## src/rtl/softctl_frame_latch.sv

```systemverilog
// Frame-synchronous latch for the NIOS soft-control word: samples continuously,
// commits to draw_engine only at vblank start (or on a missing-vblank timeout).
module softctl_frame_latch #(
    parameter int unsigned H_VISIBLE  = 640,
    parameter int unsigned V_VISIBLE  = 480,
    parameter int unsigned STALL_BITS = 21
) (
    input  logic        Clk,
    input  logic        Reset_n,
    input  logic [31:0] softctl_in,
    input  logic [9:0]  DrawY,
    input  logic [9:0]  spine_x_in,
    output logic [1:0]  bg_index,
    output logic [2:0]  mario_index,
    output logic [2:0]  level_index,
    output logic [9:0]  mario_pos_x,
    output logic [9:0]  mario_pos_y,
    output logic        is_death,
    output logic        trigger,
    output logic        reset_game,
    output logic        trigger_pulse,
    output logic        frame_start,
    output logic        vga_stall,
    output logic [31:0] position_out
);

    localparam logic [9:0] VblankLine = 10'(V_VISIBLE);
    localparam logic [9:0] XMax       = 10'(H_VISIBLE - 1);
    localparam logic [9:0] YMax       = 10'(V_VISIBLE - 1);
    localparam logic [STALL_BITS-1:0] StallMax = '1;
    localparam logic [STALL_BITS-1:0] StallOne = {{(STALL_BITS-1){1'b0}}, 1'b1};

    logic [31:0]           shadow_q, shadow_d;
    logic [31:0]           active_q, active_d;
    logic [9:0]            dy_q, dy_d;
    logic [9:0]            spine_q, spine_d;
    logic [15:0]           frame_cnt_q, frame_cnt_d;
    logic [STALL_BITS-1:0] stall_cnt_q, stall_cnt_d;
    logic                  vga_stall_q, vga_stall_d;
    logic                  init_pending_q, init_pending_d;
    logic                  frame_start_q, frame_start_d;
    logic                  trigger_pulse_q, trigger_pulse_d;

    logic genuine_commit;
    logic stall_saturated;
    logic commit;
    logic reset_game_w;

    always_comb begin
        genuine_commit  = (DrawY == VblankLine) && (dy_q != VblankLine);
        stall_saturated = (stall_cnt_q == StallMax);
        commit          = genuine_commit || stall_saturated;

        shadow_d        = softctl_in;
        dy_d            = DrawY;
        active_d        = active_q;
        spine_d         = spine_q;
        frame_cnt_d     = frame_cnt_q;
        stall_cnt_d     = stall_cnt_q;
        vga_stall_d     = vga_stall_q;
        init_pending_d  = init_pending_q;
        frame_start_d   = commit;
        // Edge is judged against the currently visible trigger, not the raw PIO bit.
        trigger_pulse_d = commit && shadow_q[21] && !active_q[21];

        if (commit) begin
            active_d       = shadow_q;
            spine_d        = spine_x_in;
            frame_cnt_d    = shadow_q[22] ? 16'd0 : frame_cnt_q + 16'd1;
            init_pending_d = 1'b0;
        end

        // A real vblank always wins over a coincident timeout.
        if (genuine_commit) begin
            stall_cnt_d = '0;
            vga_stall_d = 1'b0;
        end else if (stall_saturated) begin
            stall_cnt_d = '0;
            vga_stall_d = 1'b1;
        end else begin
            stall_cnt_d = stall_cnt_q + StallOne;
        end
    end

    always_ff @(posedge Clk or negedge Reset_n) begin
        if (!Reset_n) begin
            shadow_q        <= '0;
            active_q        <= '0;
            dy_q            <= '0;
            spine_q         <= '0;
            frame_cnt_q     <= '0;
            stall_cnt_q     <= '0;
            vga_stall_q     <= 1'b0;
            init_pending_q  <= 1'b1;
            frame_start_q   <= 1'b0;
            trigger_pulse_q <= 1'b0;
        end else begin
            shadow_q        <= shadow_d;
            active_q        <= active_d;
            dy_q            <= dy_d;
            spine_q         <= spine_d;
            frame_cnt_q     <= frame_cnt_d;
            stall_cnt_q     <= stall_cnt_d;
            vga_stall_q     <= vga_stall_d;
            init_pending_q  <= init_pending_d;
            frame_start_q   <= frame_start_d;
            trigger_pulse_q <= trigger_pulse_d;
        end
    end

    // Outputs derive only from registered state through clamp/AND logic.
    always_comb begin
        reset_game_w  = active_q[22] || init_pending_q;
        bg_index      = active_q[31:30];
        mario_index   = active_q[29:27];
        level_index   = active_q[26:24];
        mario_pos_x   = (active_q[19:10] > XMax) ? XMax : active_q[19:10];
        mario_pos_y   = (active_q[9:0] > YMax) ? YMax : active_q[9:0];
        reset_game    = reset_game_w;
        is_death      = active_q[20] && !reset_game_w;
        trigger       = active_q[21];
        trigger_pulse = trigger_pulse_q;
        frame_start   = frame_start_q;
        vga_stall     = vga_stall_q;
        position_out  = {frame_cnt_q, 5'd0, vga_stall_q, spine_q};
    end

endmodule

```

## config.mk

```make
export PLATFORM = sky130hd
export DESIGN_NAME = softctl_frame_latch
export DESIGN_NICKNAME = d
export VERILOG_FILES = /design/src/rtl/softctl_frame_latch.sv
export SDC_FILE = /design/constraint.sdc
export NUM_CORES = 1
export LEC_CHECK = 0
export BUFFER_PORTS_ARGS = -buffer_cell sky130_fd_sc_hd__buf_2
export CORE_AREA = 2 2 130 132
export CTS_CLUSTER_DIAMETER = 100
export CTS_CLUSTER_SIZE = 12
export DETAILED_ROUTE_END_ITERATION = 8
export DIE_AREA = 0 0 132 134
export PLACE_DENSITY = 0.49
export RECOVER_POWER = 50
export SLEW_MARGIN = 20
export SYNTH_ARGS = -nofsm -noshare
export SYNTH_HDL_FRONTEND = slang
export SYNTH_SLANG_ARGS = --single-unit
```

## constraint.sdc

```tcl
create_clock -name Clk -period 4.8 [get_ports Clk]
set_clock_uncertainty 0.2 [all_clocks]
set_input_delay 0.48 -clock Clk [delete_from_list [all_inputs] [get_ports Clk]]
set_output_delay 0.48 -clock Clk [all_outputs]
set_load 0.1 [all_outputs]
```

# == After elaboration in Yosys (flattened, before gate mapping) ==
# Index checks and enable logic that the tools add are counted.
# totals
register_bits,125
inputBits,54
output_inout_bits,66
word_cells,33
# op_classes
add_sub_neg,2
n_lt_le_gt_ge,2
n_eq_ne,3
mux,7
n_reduce_logical,9
# op_table
operator,n
21-bit two-way mux,2
21-bit by 1-bit adder with 21-bit output (second input constant),1
21-bit equality test (second input constant),1
10-bit two-way mux,2
16-bit by 1-bit adder with 16-bit output (second input constant),1
16-bit two-way mux,1
10-bit by 9-bit equality test with 1-bit output (second input constant),1
10-bit > comparator (second input constant),1
10-bit by 9-bit > comparator with 1-bit output (second input constant),1
10-bit by 9-bit inequality test with 1-bit output (second input constant),1
1-bit logical AND,4
1-bit zero test,2
1-bit logical OR,2
1-bit two-way mux,2
2-bit nonzero test,1

# == Depth between registers and ports, before layout ==
# Gate-level depths: netlist of the first run.
# logic_depth
word_depth,5
mapped_depth,10
ltp_nobuf,6

# == Worst setup path after synthesis of the first run ==
# No wires, ideal clock.
# synth_timing
path_kind,register -> output
start,reg init_pending_q
end,out is_death
arrival_time_ps,2210
required_time_ps,4120
setup_slack_ps,1910
path_stages_with_launch,3
n_path_buf,0
path_cell_list,dfstp_2 > or2_2 > nor2_1
# synth_between
elab_chain_len,3
# synth_rtl
element,line,text
"start, declared",40,"logic init_pending_q, init_pending_d;"
"start signal, assigned",105,init_pending_q <= init_pending_d;
1-bit logical OR,113,reset_game_w = active_q[22] || init_pending_q;
named net reset_game,20,"output logic reset_game,"
1-bit zero test,120,is_death = active_q[20] && !reset_game_w;
1-bit logical AND,120,
"end, declared",18,"output logic is_death,"
# The timed path passes the listed nets, and every way through them passes these cells.

==> run metrics, run 1 <==
status complete, but fails checks; violated checks capacitance limit, slew limit; synthesis-stage register bit count approximately 120; Final TNS setup 0 ns; fin crit share just under 70%; hold endpoint spine_q[3]$_DFFE_PN0P_; drt drc 0; vias per inst approximately 4.4; Die ar. ~18000 sq um; TritonCTS buffer count 17; RSZ-0062 raised after global routing no; most common cell after layout, fill and taps aside nand2_1; vias in the first global route 3772; pin count of the biggest net entering global routing 47; final instance area around 6600 sq um; Critical Path Start Reset_n; first-pass GRT wire length between 15000 and 20000 um; Synth top area share 61.5%; Max-cap violations 1; gr usage total a little over an eighth; Leak ~3.1 nW; Reg power frac around two fifths; Area growth syn-to-layout 33.5%; Post-synth ARST share 100%; Pins Over Slew Limit 47; Cell Area, Synth a little under 5000 sq um; Arr. time, crit path 3.58 ns; aggregate global routing overflow 0; yosys warns 0; CTS sink count between 100 and 150; sequential fraction of the synthesis area between 60% and 70%; share of cells above drive strength 1 between 15 and 20%; die width 132 um; Initial Utilization between 30% and 40%; post-CTS setup buffer count 0; Post-DP HPWL between 7000 and 8000 um; DR pass1 iterations 4; Hold Path Class in -> reg; Clock Pin Slew Worst Setup and Hold Paths 0.06 ns; commonest non-fill, non-tap cells in the layout 149 x nand2_1, 122 x dfrtp_1, 67 x buf_2; Hold Startpoint spine_x_in[3]; Post-synth EDFFs 0; I/O pins between 100 and 150; # nets final between 600 and 700; initial antenna violation count 0; reg2reg end spine_q[5]$_DFFE_PN0P_; RePlAce Congestion roughly 0.75; Final Hold Vio Count 0; combinational share of power 13.3%; Yosys cell types 43; cell taking the most area after synthesis dfrtp_1; Critical Path Start Type input pin; H-Tree Depth 4; Final Core Density between 40% and 50%; Net Sw Frac approximately 28%; Detail Route Antenna Nets 0; Gate Count Post-Synth just under 500; WL per Instance 13.2 um; endpoint type of the worst setup path async pin; Avg Cell Area, Syn 10.3 sq um; Post-DP Area ~5700 sq um; First DRT Iteration DRCs between 200 and 250; Site Rows 47; worst r2r src stall_cnt_q[0]$_DFF_PN0_; fin crit period 3.27 ns; P_sw between 0.8 and 0.9 mW; I/O Buffers between 100 and 150; Main synth FF type dfrtp_1; Rel. slew slack -69.1%; final setup fails 0; R2R setup slack roughly 2.2 ns; largest cells by area after synthesis dfrtp_1 61%, nand2_1 11%, nand3_1 2.5%; total number of vias around 3800; clk_lat worst skew 0.41 ns; diodes inserted 0; drt total wl between 10000 and 15000 um; clock buffer depth 2; CP max FO 46; Critical Path RT between 5 and 6 ns; Least-Margin Pin Slew 2.54 ns; Int Power around 2.1 mW; Clock Tree Root clkbuf_16; fillers around 1700; peak supply drop ~0.24 mV; FMAX between 0.3 and 0.4 GHz; CTS tree done; Hold Crit Depth 3; Cell Pwr Density between 400 and 500 nW/um^2; Clk network pwr share a little under half; Std-Cell Core Area between 15000 and 20000 sq um; WS Path Type in -> async; die height approximately 130 um; r2r worst-path depth 7
cell type report:
cell class	count	area, sq um	area share, %
sequential	123	3080	46.4
tap	220	275	4.15
multi-input combinational	324	1690	25.5
inverter	4	15.0	0.226
clock inverter	14	193	2.91
clock buffer	18	439	6.62
timing repair buffer	157	942	14.2
metrics by stage:
stage / worst slack (ns) / total power [mW] / std cells / hold slack (ns)
floorplan: 1.91 / 1.47 / 486 / -0.0156
global placement: 1.87 / 1.55 / 788 / 0.226
detailed placement: 1.82 / 1.55 / 788 / 0.231
CTS: 1.72 / 2.96 / 858 / 0.00524
global route: 0.928 / 3.04 / 860 / 0.0503
finish: 1.53 / 2.91 / 860 / 0.0700
worst max path at each step:
stage | end | slack [ns]
final | stall_cnt_q[4]$_DFF_PN0_ | 1.53
after global routing | shadow_q[18]$_DFF_PN0_ | 0.93
after CTS | spine_q[5]$_DFFE_PN0P_ | 1.72
after detailed placement | spine_q[5]$_DFFE_PN0P_ | 1.82
after global placement | active_q[6]$_DFFE_PN0P_ | 1.87
after floorplan | is_death | 1.91
layer usage:
layer | routed length, um | GRT usage [%]
met4 | 147 | 5.50
met2 | 5570 | 22.1
met1 | 5290 | 17.6
met3 | 377 | 3.67
met5 | 0 | 0
sequential cells by signal, indices dropped and copies added (netlist names):
name            count
active_q           31
shadow_q           31
stall_cnt_q        21
frame_cnt_q        16
dy_q               10
spine_q            10
frame_start         1
init_pending_q      1
trigger_pulse       1
vga_stall           1
synthesized netlist by cell type, drive strengths merged (6+ instances only):
library cell,number
nand2,149
dfrtp,122
nor2,27
nand3,25
buf,23
nand2b,14
clkbuf,12
xor2,12
nand3b,9
nand4,8
or4,7
and4,6
nor2b,6
o21ai,6
critical path, cell delays in order:
cell,delay [ns]
dlygate4sd3_1,0.53
clkbuf_1,1.80
buf_4,0.73
kinds of logic (layout without fill, tap and decap cells):
| logic type | Yosys count | count (layout) | share of synthesized area, % |
|---|---|---|---|
| and+or+nand+nor | 278 | 278 | 27.1 |
| DFF | 123 | 123 | 62.0 |
| buffers and inverters | 39 | 193 | 4.41 |
| AOI/OAI and AO/OA | 21 | 21 | 2.90 |
| xor gates and xnor gates | 17 | 17 | 3.00 |
| adders and majority gates | 2 | 2 | 0.504 |
| other | 1 | 6 | 0.0755 |
timing repair:
item                                   CTS  global route
resized for setup                        0             0
hold buffers                            38             2
endpoints found under the hold margin   80             2
power groups by stage:
stage	Sequential [mW]	Combinational [mW]	Clock [mW]
after detailed placement	1.18	0.371	0
after global placement	1.18	0.366	0
final	1.17	0.388	1.35
after floorplan	1.23	0.242	0
after CTS	1.17	0.397	1.39
after global routing	1.18	0.417	1.44
(Power assumes the default switching activity.)
==> inputs of run 2 (changes only) <==
Settings changed: PLACE_DENSITY 0.49 to 0.5.
Clock period 4.8 ns to 2.7 ns, I/O delays scaled along.
==> run metrics, run 2 (synthesis results as in run 1) <==
Site Rows 47 (unchanged); Clock Pin Slew Worst Setup and Hold Paths 0.05 ns (about the same); diodes inserted 0 (unchanged); die height 134 um (unchanged); pre-CTS WS 0.420 ns (-1.40 ns); Std-Cell Core Area 16300 sq um (unchanged); Final Hold Vio Count 0 (unchanged); endpoint type of the worst setup path output pin; First DRT Iteration DRCs 212 (-1.9%); # nets final 704 (+3.1%); first-pass GRT wire length 19500 um (+2.2%); drt total wl 11500 um (+0.95%); fin crit share ~90%; initial antenna violation count 0 (unchanged); clock buffer depth 2 (unchanged); Initial Utilization 30.5% (unchanged); final setup fails 0 (unchanged); peak supply drop 0.468 mV (+98%); aggregate global routing overflow 0 (unchanged); Cell Pwr Density 752 nW/um^2 (+72%); fillers 1568 (-5.7%); Critical Path RT 2.23 ns (-2.87 ns); Max-cap violations 0 (-1); Leak 3.28 nW (+5.9%); Least-Margin Pin Slew 1.12 ns (-1.42 ns); Pins Over Slew Limit 0 (-100%); pin count of the biggest net entering global routing 50 (+6.4%); TritonCTS buffer count 17 (unchanged); DR pass1 iterations 4 (unchanged); Post-DP HPWL 7510 um (+2.3%); share of cells above drive strength 1 23.6% (+5.8 points); H-Tree Depth 4 (unchanged); Hold Path Class reg -> reg; vias in the first global route 3879 (+2.8%); WS Path Type reg -> out; Detail Route Antenna Nets 0 (unchanged); RePlAce Congestion 0.790 (+5.1%); CTS tree done; most common cell after layout, fill and taps aside nand2_1; CTS sink count 123 (unchanged); Rel. slew slack 25.2% (+94 points); Setup WS post-layout 0.267 ns (-1.26 ns); Critical Path Start Type register; RSZ-0062 raised after global routing no; Final TNS setup 0 ns (unchanged); FMAX roughly 0.41 GHz; I/O Buffers 112 (unchanged); die width 132 um (unchanged); vias per inst 4.42 (+0.27%); fin crit period between 2 and 2.5 ns; clk_lat worst skew 0.42 ns (about the same); Regs by FF count active_q x31, shadow_q x31, stall_cnt_q x21; post-CTS setup buffer count 0 (unchanged); WL per Instance 13.0 um (-1.5%); Die ar. 17700 sq um (unchanged); commonest non-fill, non-tap cells in the layout 149 x nand2_1, 122 x dfrtp_1, 102 x buf_2; gr usage total 13.9% (+0.19 points); total number of vias 3892 (+2.7%); Clock Tree Root clkbuf_16; drt drc 0 (unchanged); status completed; I/O pins 120 (unchanged); CP max FO 7 (-85%); Area growth syn-to-layout 38.4%; Arr. time, crit path 1.96 ns (-1.62 ns)
run 2: per-stage QoR:
stage | cell area (sq um) | hold slack (ns) | utilization [%] | cells | power (mW)
after floorplan | 4980 | -0.226 | - | 486 | 2.61
after global placement | 5760 | 0.111 | 35.4 | 797 | 2.75
after detailed placement | 5760 | 0.117 | 35.4 | 797 | 2.76
after CTS | 6910 | 0.216 | 42.4 | 881 | 5.25
after global routing | 6880 | 0.267 | 42.2 | 881 | 5.39
final | 6880 | 0.242 | 42.2 | 881 | 5.17
run 2: report_power, final:
group	total [mW]	switching [mW]	internal (mW)
registers	2.07	0.100	1.97
clock network	2.39	0.844	1.55
logic	0.711	0.534	0.177
run 2: final cells by class:
type	instances	area (sq um)	share of cell area (%)
sequential	123	3080	44.8
timing repair buffer	178	1190	17.3
multi-input combinational	324	1690	24.5
inverter	4	15.0	0.218
clock buffer	18	429	6.24
tap	220	275	4.00
clock inverter	14	196	2.86
run 2: final timing paths:
kind / to / slack, ns / from / depth (start not counted)
setup / recovery: mario_pos_x[0] / 0.27 / active_q[18]$_DFFE_PN0P_ / 3
hold / removal: active_q[16]$_DFFE_PN0P_ / 0.24 / shadow_q[16]$_DFF_PN0_ / 2
setup reg to reg: spine_q[2]$_DFFE_PN0P_ / 0.48 / stall_cnt_q[0]$_DFF_PN0_ / 8
hold reg to reg: active_q[16]$_DFFE_PN0P_ / 0.24 / shadow_q[16]$_DFF_PN0_ / 2
max in group asynchronous: vga_stall$_DFFE_PN0P_ / 0.53 / Reset_n / 3
min in group asynchronous: shadow_q[31]$_DFF_PN0_ / 0.40 / Reset_n / 2
run 2: per-layer routing:
metal	vias to the layer above	share of wire (%)	routed length, um	GRT usage [%]
met5	-	0	0	0
met3	14	4.2	488	4.16
met2	98	50	5690	22.8
li1	1900	-	-	-
met1	1880	45	5150	17.5
met4	0	1.3	155	5.25
run 2: worst max-delay path: stages, from the launching register on:
cell      delay (ns)
dfrtp_1         0.38
o21ai_0         0.69
nand2b_1        0.15
buf_2           0.33
run 2: timing repair:
item / 4_1_cts / 5_1_grt
gates resized for setup: 0 / 0
hold endpoints to repair: 93 / 0
hold buffers: 52 / 0
==> inputs of run 3 (changes only) <==
Settings changed: CORE_AREA 2 2 130 132 to 2 2 105 107, DIE_AREA 0 0 132 134 to 0 0 107 109, PLACE_DENSITY 0.5 to 0.73.
==> run metrics, run 3 (synthesis results as in run 1) <==
Final TNS setup 0 ns (unchanged); CTS sink count 123 (unchanged); CP max FO 6 (-1); Regs by FF count active_q x31, shadow_q x31, stall_cnt_q x21; fin crit period 2.48 ns (+0.0445 ns); Final Hold Vio Count 0 (unchanged); fillers 824 (-47%); final setup fails 0 (unchanged); endpoint type of the worst setup path output pin; First DRT Iteration DRCs 176 (-17%); Least-Margin Pin Slew 1.22 ns (+0.101 ns); clk_lat worst skew 0.52 ns (+0.10 ns); peak supply drop 0.495 mV (+5.9%); Clock Tree Root clkbuf_8; WL per Instance 13.8 um (+5.5%); Critical Path Start active_q[7]$_DFFE_PN0P_; Hold Path Class in -> reg; gr usage total 20.1% (+6.1 points); Arr. time, crit path 2.01 ns (+0.05 ns); crit path to mario_pos_y[5]; drt total wl 10900 um (-4.7%); CP max-delay cell a41oi_1; Die ar. 11700 sq um (-34%); vias in the first global route 3697 (-4.7%); RePlAce Congestion 0.769 (-2.6%); I/O pins 120 (unchanged); Std-Cell Core Area 10600 sq um (-35%); RSZ-0062 raised after global routing no; most common cell after layout, fill and taps aside nand2_1; area of the multi-input gates 1690 sq um (unchanged); die height 109 um (-19%); status completed; die width 107 um (-19%); drt drc 0 (unchanged); Leak 3.29 nW (+0.28%); # nets final 700 (-0.57%); reg2reg end frame_cnt_q[15]$_DFFE_PN0P_; WS Path Type reg -> out; post-CTS setup buffer count 0 (unchanged); r2r worst-path depth 7 (-1); Post-DP HPWL 6680 um (-11%); Site Rows 38 (-19%); Critical Path RT 2.23 ns (about the same); vias per inst 4.85 (+9.9%); aggregate global routing overflow 0 (unchanged); CTS tree done; Max-cap violations 0 (unchanged); crit path cell chain a41oi_1 -> and2_1 -> buf_2; post-cts sizing count 0 (unchanged); Critical Path Start Type register; fin crit share 91.8% (+1.6 points); share of cells above drive strength 1 23.2% (-0.43 points); I/O Buffers 112 (unchanged); DR pass1 iterations 5 (+1); Critical Path Max Stage Delay 0.47 ns (-0.22 ns); FF/Latch Area 3080 sq um (unchanged); Detail Route Antenna Nets 0 (unchanged); Pins Over Slew Limit 0 (unchanged); Cell Pwr Density 765 nW/um^2 (+1.7%); Initial Utilization 46.8% (+16 points); first-pass GRT wire length 17900 um (-8.1%); diodes inserted 0 (unchanged); H-Tree Depth 4 (unchanged); TritonCTS buffer count 17 (unchanged); worst r2r src stall_cnt_q[0]$_DFF_PN0_; initial antenna violation count 0 (unchanged); Rel. slew slack 18.5% (-6.7 points); total number of vias 3863 (-0.75%); Final Core Density 63.7% (+21 points); FMAX 0.404 GHz (-1.8%); Area growth syn-to-layout 36.0%; pin count of the biggest net entering global routing 58 (+16%); clock buffer depth 2 (unchanged); R2R setup slack 0.46 ns (-0.02 ns); commonest non-fill, non-tap cells in the layout 149 x nand2_1, 122 x dfrtp_1, 102 x buf_2; Clock Pin Slew Worst Setup and Hold Paths 0.06 ns (about the same)
-- run 3: changes by cell type in the layout (fill, tap and decap cells not counted), sizes merged --
cell      change
clkbuf        +6
clkinvlp      -5
buf           -3
clkinv        -2
inv           -1
-- run 3: per-layer routing --
metal / vias up / global-route usage [%] / part of all wire, %
met5: - / 0 / 0
li1: 1887 / - / -
met3: 10 / 7.17 / 4.0
met4: 0 / 5.84 / 0.85
met2: 74 / 33.8 / 53
met1: 1892 / 24.5 / 42
-- run 3: area by class of cell --
cell class | instances | share of cell area [%]
clock buffer | 25 | 7.32
clock inverter | 6 | 1.96
inverter | 4 | 0.222
multi-input combinational | 324 | 25.0
sequential | 123 | 45.6
tap | 140 | 2.59
timing repair buffer | 174 | 17.3
-- run 3: how the worst min path moves through the flow --
stage,cells after the start,slack (ns),from,to
final,2,0.18,softctl_in[11],shadow_q[11]$_DFF_PN0_
after global routing,2,0.16,softctl_in[30],shadow_q[30]$_DFF_PN0_
after CTS,2,0.12,Reset_n,shadow_q[25]$_DFF_PN0_
after detailed placement,1,0.13,Reset_n,shadow_q[25]$_DFF_PN0_
after global placement,1,0.13,Reset_n,shadow_q[25]$_DFF_PN0_
after floorplan,0,-0.23,Reset_n,active_q[0]$_DFFE_PN0P_
-- run 3: repair_timing --
action                                  in CTS  in global routing
endpoints found under the setup margin       0                  0
hold endpoints to repair                   101                  0
hold buffers                                52                  0
-- run 3: critical path: cells and delay by family (launching register included) --
family          cells  cell delay, ns
simple gates        1            0.21
compound gates      1            0.47
buf+inv             1            0.43
flops               1            0.39
-- run 3: where the power goes --
part           internal [mW]  total, mW  switching, mW
sequential              1.97       2.08          0.106
clock                   1.62       2.38          0.765
combinational          0.178      0.710          0.532
total                   3.77       5.17           1.40
-- run 3: metrics by stage --
step / total power [mW] / hold WS (ns) / cells / cell area [sq um] / worst slack [ns]
4_1_cts: 5.20 / 0.118 / 796 / 6780 / 0.202
3_5_place_dp: 2.76 / 0.134 / 713 / 5630 / 0.312
3_3_place_gp: 2.74 / 0.134 / 713 / 5630 / 0.421
2_1_floorplan: 2.61 / -0.226 / 486 / 4980 / 0.0205
5_1_grt: 5.38 / 0.160 / 796 / 6750 / 0.0762
6_report: 5.17 / 0.177 / 796 / 6750 / 0.223
